--- src/rtl/nibble_demux_assembler.sv ---
// nibble_demux_assembler: pairs a low and a high nibble from a time-multiplexed
// nibble stream into bytes, holds each byte in a one-entry output register with
// valid/ready handshake, flags out-of-order nibbles and counts delivered bytes.
module nibble_demux_assembler (
  input  logic       clk,
  input  logic       reset,
  input  logic       e_n,
  input  logic [3:0] nib,
  input  logic       nib_s,
  input  logic       nib_valid,
  output logic       nib_ready,
  output logic [7:0] byte_out,
  output logic       byte_valid,
  input  logic       byte_ready,
  output logic       seq_err,
  output logic [7:0] byte_count
);

  typedef enum logic {
    EMPTY    = 1'b0,
    HAVE_LOW = 1'b1
  } state_t;

  state_t     state_reg, state_next;
  logic [3:0] low_reg, low_next;
  logic [7:0] byte_reg, byte_next;
  logic       valid_reg, valid_next;
  logic       err_reg, err_next;
  logic [7:0] count_reg, count_next;

  logic accept;
  logic deliver;

  // Next-state, handshake and output-stage logic. A completing high nibble is
  // only accepted when the output register is free or draining this cycle, so
  // an undelivered byte is never overwritten.
  always_comb begin
    state_next = state_reg;
    low_next   = low_reg;
    byte_next  = byte_reg;
    err_next   = 1'b0;

    nib_ready  = ~e_n & ~((state_reg == HAVE_LOW) & valid_reg & ~byte_ready);
    accept     = nib_valid & nib_ready;
    deliver    = valid_reg & byte_ready;

    valid_next = valid_reg & ~deliver;
    count_next = count_reg + {7'd0, deliver};

    if (accept) begin
      case (state_reg)
        EMPTY: begin
          if (!nib_s) begin
            low_next   = nib;
            state_next = HAVE_LOW;
          end else begin
            // High nibble with no low nibble held: drop it.
            err_next = 1'b1;
          end
        end
        HAVE_LOW: begin
          if (!nib_s) begin
            // Second low nibble in a row: keep the newest one.
            low_next = nib;
            err_next = 1'b1;
          end else begin
            byte_next  = {nib, low_reg};
            valid_next = 1'b1;
            state_next = EMPTY;
          end
        end
        default: state_next = EMPTY;
      endcase
    end
  end

  // State, low-nibble holding register and output stage; reset wins over all.
  always_ff @(posedge clk) begin
    if (reset) begin
      state_reg <= EMPTY;
      low_reg   <= 4'h0;
      byte_reg  <= 8'h00;
      valid_reg <= 1'b0;
      err_reg   <= 1'b0;
      count_reg <= 8'h00;
    end else begin
      state_reg <= state_next;
      low_reg   <= low_next;
      byte_reg  <= byte_next;
      valid_reg <= valid_next;
      err_reg   <= err_next;
      count_reg <= count_next;
    end
  end

  assign byte_out   = byte_reg;
  assign byte_valid = valid_reg;
  assign seq_err    = err_reg;
  assign byte_count = count_reg;

endmodule
--- config.mk ---
export PLATFORM = sky130hd
export DESIGN_NAME = nibble_demux_assembler
export DESIGN_NICKNAME = d
export VERILOG_FILES = /design/src/rtl/nibble_demux_assembler.sv
export SDC_FILE = /design/constraint.sdc
export NUM_CORES = 1
export LEC_CHECK = 0
export ABC_AREA = 0
export CORE_UTILIZATION = 45
export CTS_CLUSTER_SIZE = 24
export DETAILED_ROUTE_END_ITERATION = 10
export GPL_TIMING_DRIVEN = 0
export PLACE_DENSITY_LB_ADDON = 0.1
export SLEW_MARGIN = 10
export SYNTH_ARGS = -nofsm -noshare
export SYNTH_HDL_FRONTEND = slang
export SYNTH_SLANG_ARGS = --single-unit
--- constraint.sdc ---
create_clock -name clk -period 1.7 [get_ports clk]
set_input_delay 0.34 -clock clk [delete_from_list [all_inputs] [get_ports clk]]
set_output_delay 0.34 -clock clk [all_outputs]
set_load 0.02 [all_outputs]
==> run metrics <==
status finished clean; YS warnings 0; Post-Synthesis Cells 94; worst path arrival time 1.29 ns; die area 2370 um2; CP delay by family, top buffers and inverters; FF+latch count, synth 23; number of flops mapped to enable cells by yosys 0; syn nets 107; Detail Route Antenna Nets 0; final core utilization 67.8%; Seq/Total Area, Yosys 46.9%; Tcrit/Tclk final 95.9%; Die Wd 48.7 um; DR vias/cell 4.94; mapped cell area 982 um2; clk root buf clkbuf_4; initial antenna violation count 0; Final Setup Violations 0; Period minus WS final 1.63 ns; vias in the first global route 709; largest net degree at the start of global routing 13; Peak Freq 613 MHz; clk_lat worst skew 0.30 ns; layout cell share with drive strength beyond 1 11.1%; GRT overflow 0; top-count cell post-synth dfxtp_1; I/O Buffers 27; drt first pass iters 4; Final Hold Viols 0; Synth area leader dfxtp_1; Max Transition Viols Final 0; worst hold slack 0.484 ns; diodes inserted 0; Cells after DPL 148; worst reg-to-reg setup slack 0.23 ns; clock tree buffer depth 2; GRT Overall Usage 15.8%; WHS Endpoint byte_out[5]; Synth Flop Type dfxtp_1; pwr dens 629 nW/um2; max-cap violation count 0; Top Ports 29; global-route wire length before repair 2.86 mm; main area contributors after synthesis dfxtp_1 (47%), mux2i_1 (12%), nand2b_1 (11%); Mapped Avg Cell Area 10.4 um2; global placement routability congestion 0.668; Fin Setup TNS 0 ns; ys async rst share 0%; CTS buffer count 3; Post-route DRC 0; top cells by count, synth dfxtp_1 (23), nand2b_1 (17), mux2i_1 (12); VDD IR max 0.423 mV; CTS tree built; Setup WS pre-CTS -0.367 ns; synth unique cells 25; H-tree depth 1; die height 48.7 um; Yosys top cell area share 46.9%; Starting Density 49.1%; initial DRC count 11; Area Overhead vs Synth 38.2%; RSZ-0062 raised after global routing no; CP Class flip-flop to primary output; fin cells 153; Slew headroom 74.3%; hold path cells 2; Nets 140; Filler Cell Count 169; worst path bufs/invs 1; max incr delay on CP 0.61 ns; r2r startpoint byte_valid; startpoint types flip-flop; Routed WL 1.63 mm; worst setup margin 0.0699 ns; Reg clk slew, reported paths 0.11 ns; Worst Skew 0.00167 ns; worst endpoint required time 1.36 ns; R2R depth 6; hold wc startpoint byte_out[5]; Worst-Margin Slew 0.385 ns; routed vias 756; Core Area 2000 um2; CTS sink count 23; CP Max Fanout 4; Reg-to-Reg End byte_count[6]; site row count 16; Wirelength per Cell 10.6 um; Detail Placement HPWL 1.20 mm; Hold WC Path Type flip-flop to flip-flop; Leak 0.643 nW; slowest library cell on the worst path clkdlybuf4s50_1; crit end category primary output; Cell Chain, Critical Path clkdlybuf4s50_1
==> metal layers <==
layer  share of wire, %  vias to the layer above  wire [um]  GRT usage (%)
li1                   -                      387          -              -
met4                1.3                        0         21           7.35
met5                  0                        -          0              0
met1                 51                      343        833           21.5
met2                 43                       22        705           23.4
met3                4.1                        4         67           3.77
==> logic make-up after synthesis <==
family	Yosys count	share of synthesized area, %
AOI/OAI and AO/OA	9	5.09
xor gates and xnor gates	3	2.68
muxes	12	12.2
buffers and inverters	5	2.67
DFF	23	46.9
and+or+nand+nor	39	26.6
adders and majority gates	3	3.82
==> area by class of cell <==
class	instances	area, um2	area share (%)
tap	27	33.8	2.49
inverter	1	3.75	0.276
buffer	4	22.5	1.66
clock buffer	4	26.3	1.94
timing repair buffer	28	283	20.8
sequential	23	460	33.9
multi-input combinational	66	528	38.9
==> worst max-delay path by stage <==
stage	startpoint	end	slack [ns]	depth (start not counted)
final	byte_count[4]	byte_count[4]	0.07	1
after global routing	byte_count[4]	byte_count[4]	0.005	1
after CTS	byte_ready	byte_count[6]	-0.0005	7
after detailed placement	byte_ready	nib_ready	-0.37	4
after global placement	byte_ready	nib_ready	-0.38	4
after floorplan	byte_valid	byte_count[6]	0.08	6
==> worst min-delay path: cells and delay by family, from the launching register on <==
kind	cells	cell delay [ns]
flops	1	0.33
mux	1	0.06
simple gates	1	0.06
==> per-stage QoR <==
step / instance area (um2) / power (mW)
2_1_floorplan: 982 / 0.597
3_3_place_gp: 1290 / 0.630
3_5_place_dp: 1290 / 0.630
4_1_cts: 1320 / 0.869
5_1_grt: 1360 / 0.899
6_report: 1360 / 0.854
==> where the power goes <==
group | total, mW | internal (mW) | switching, mW
clock network | 0.238 | 0.0913 | 0.146
logic | 0.0688 | 0.0398 | 0.0290
registers | 0.547 | 0.545 | 0.00260
total | 0.854 | 0.676 | 0.178
==> layout by cell type, fill, tap and decap left out, drive strengths merged, types with 2 or more instances in the layout <==
| master | synthesis | routed |
|---|---|---|
| xnor2 | 2 | 2 |
| or3 | 3 | 3 |
| nand3 | 4 | 4 |
| mux2i | 12 | 12 |
| dlygate4sd2 | 0 | 2 |
| nor2 | 5 | 5 |
| ha | 3 | 3 |
| clkbuf | 3 | 7 |
| nor2b | 2 | 2 |
| buf | 1 | 3 |
| clkdlybuf4s50 | 0 | 19 |
| dfxtp | 23 | 23 |
| nand2b | 17 | 17 |
| o21ai | 3 | 3 |
| a21oi | 5 | 5 |
| dlymetal6s2s | 0 | 5 |
==> repair_timing <==
item	in CTS	in global routing
buffers inserted	1	0
hold buffers	0	0
endpoints found under the hold margin	0	0
endpoints found under the setup margin	3	5
resized for setup	9	8
cloned	0	0
No activity file was read; power rests on OpenSTA's default activity.
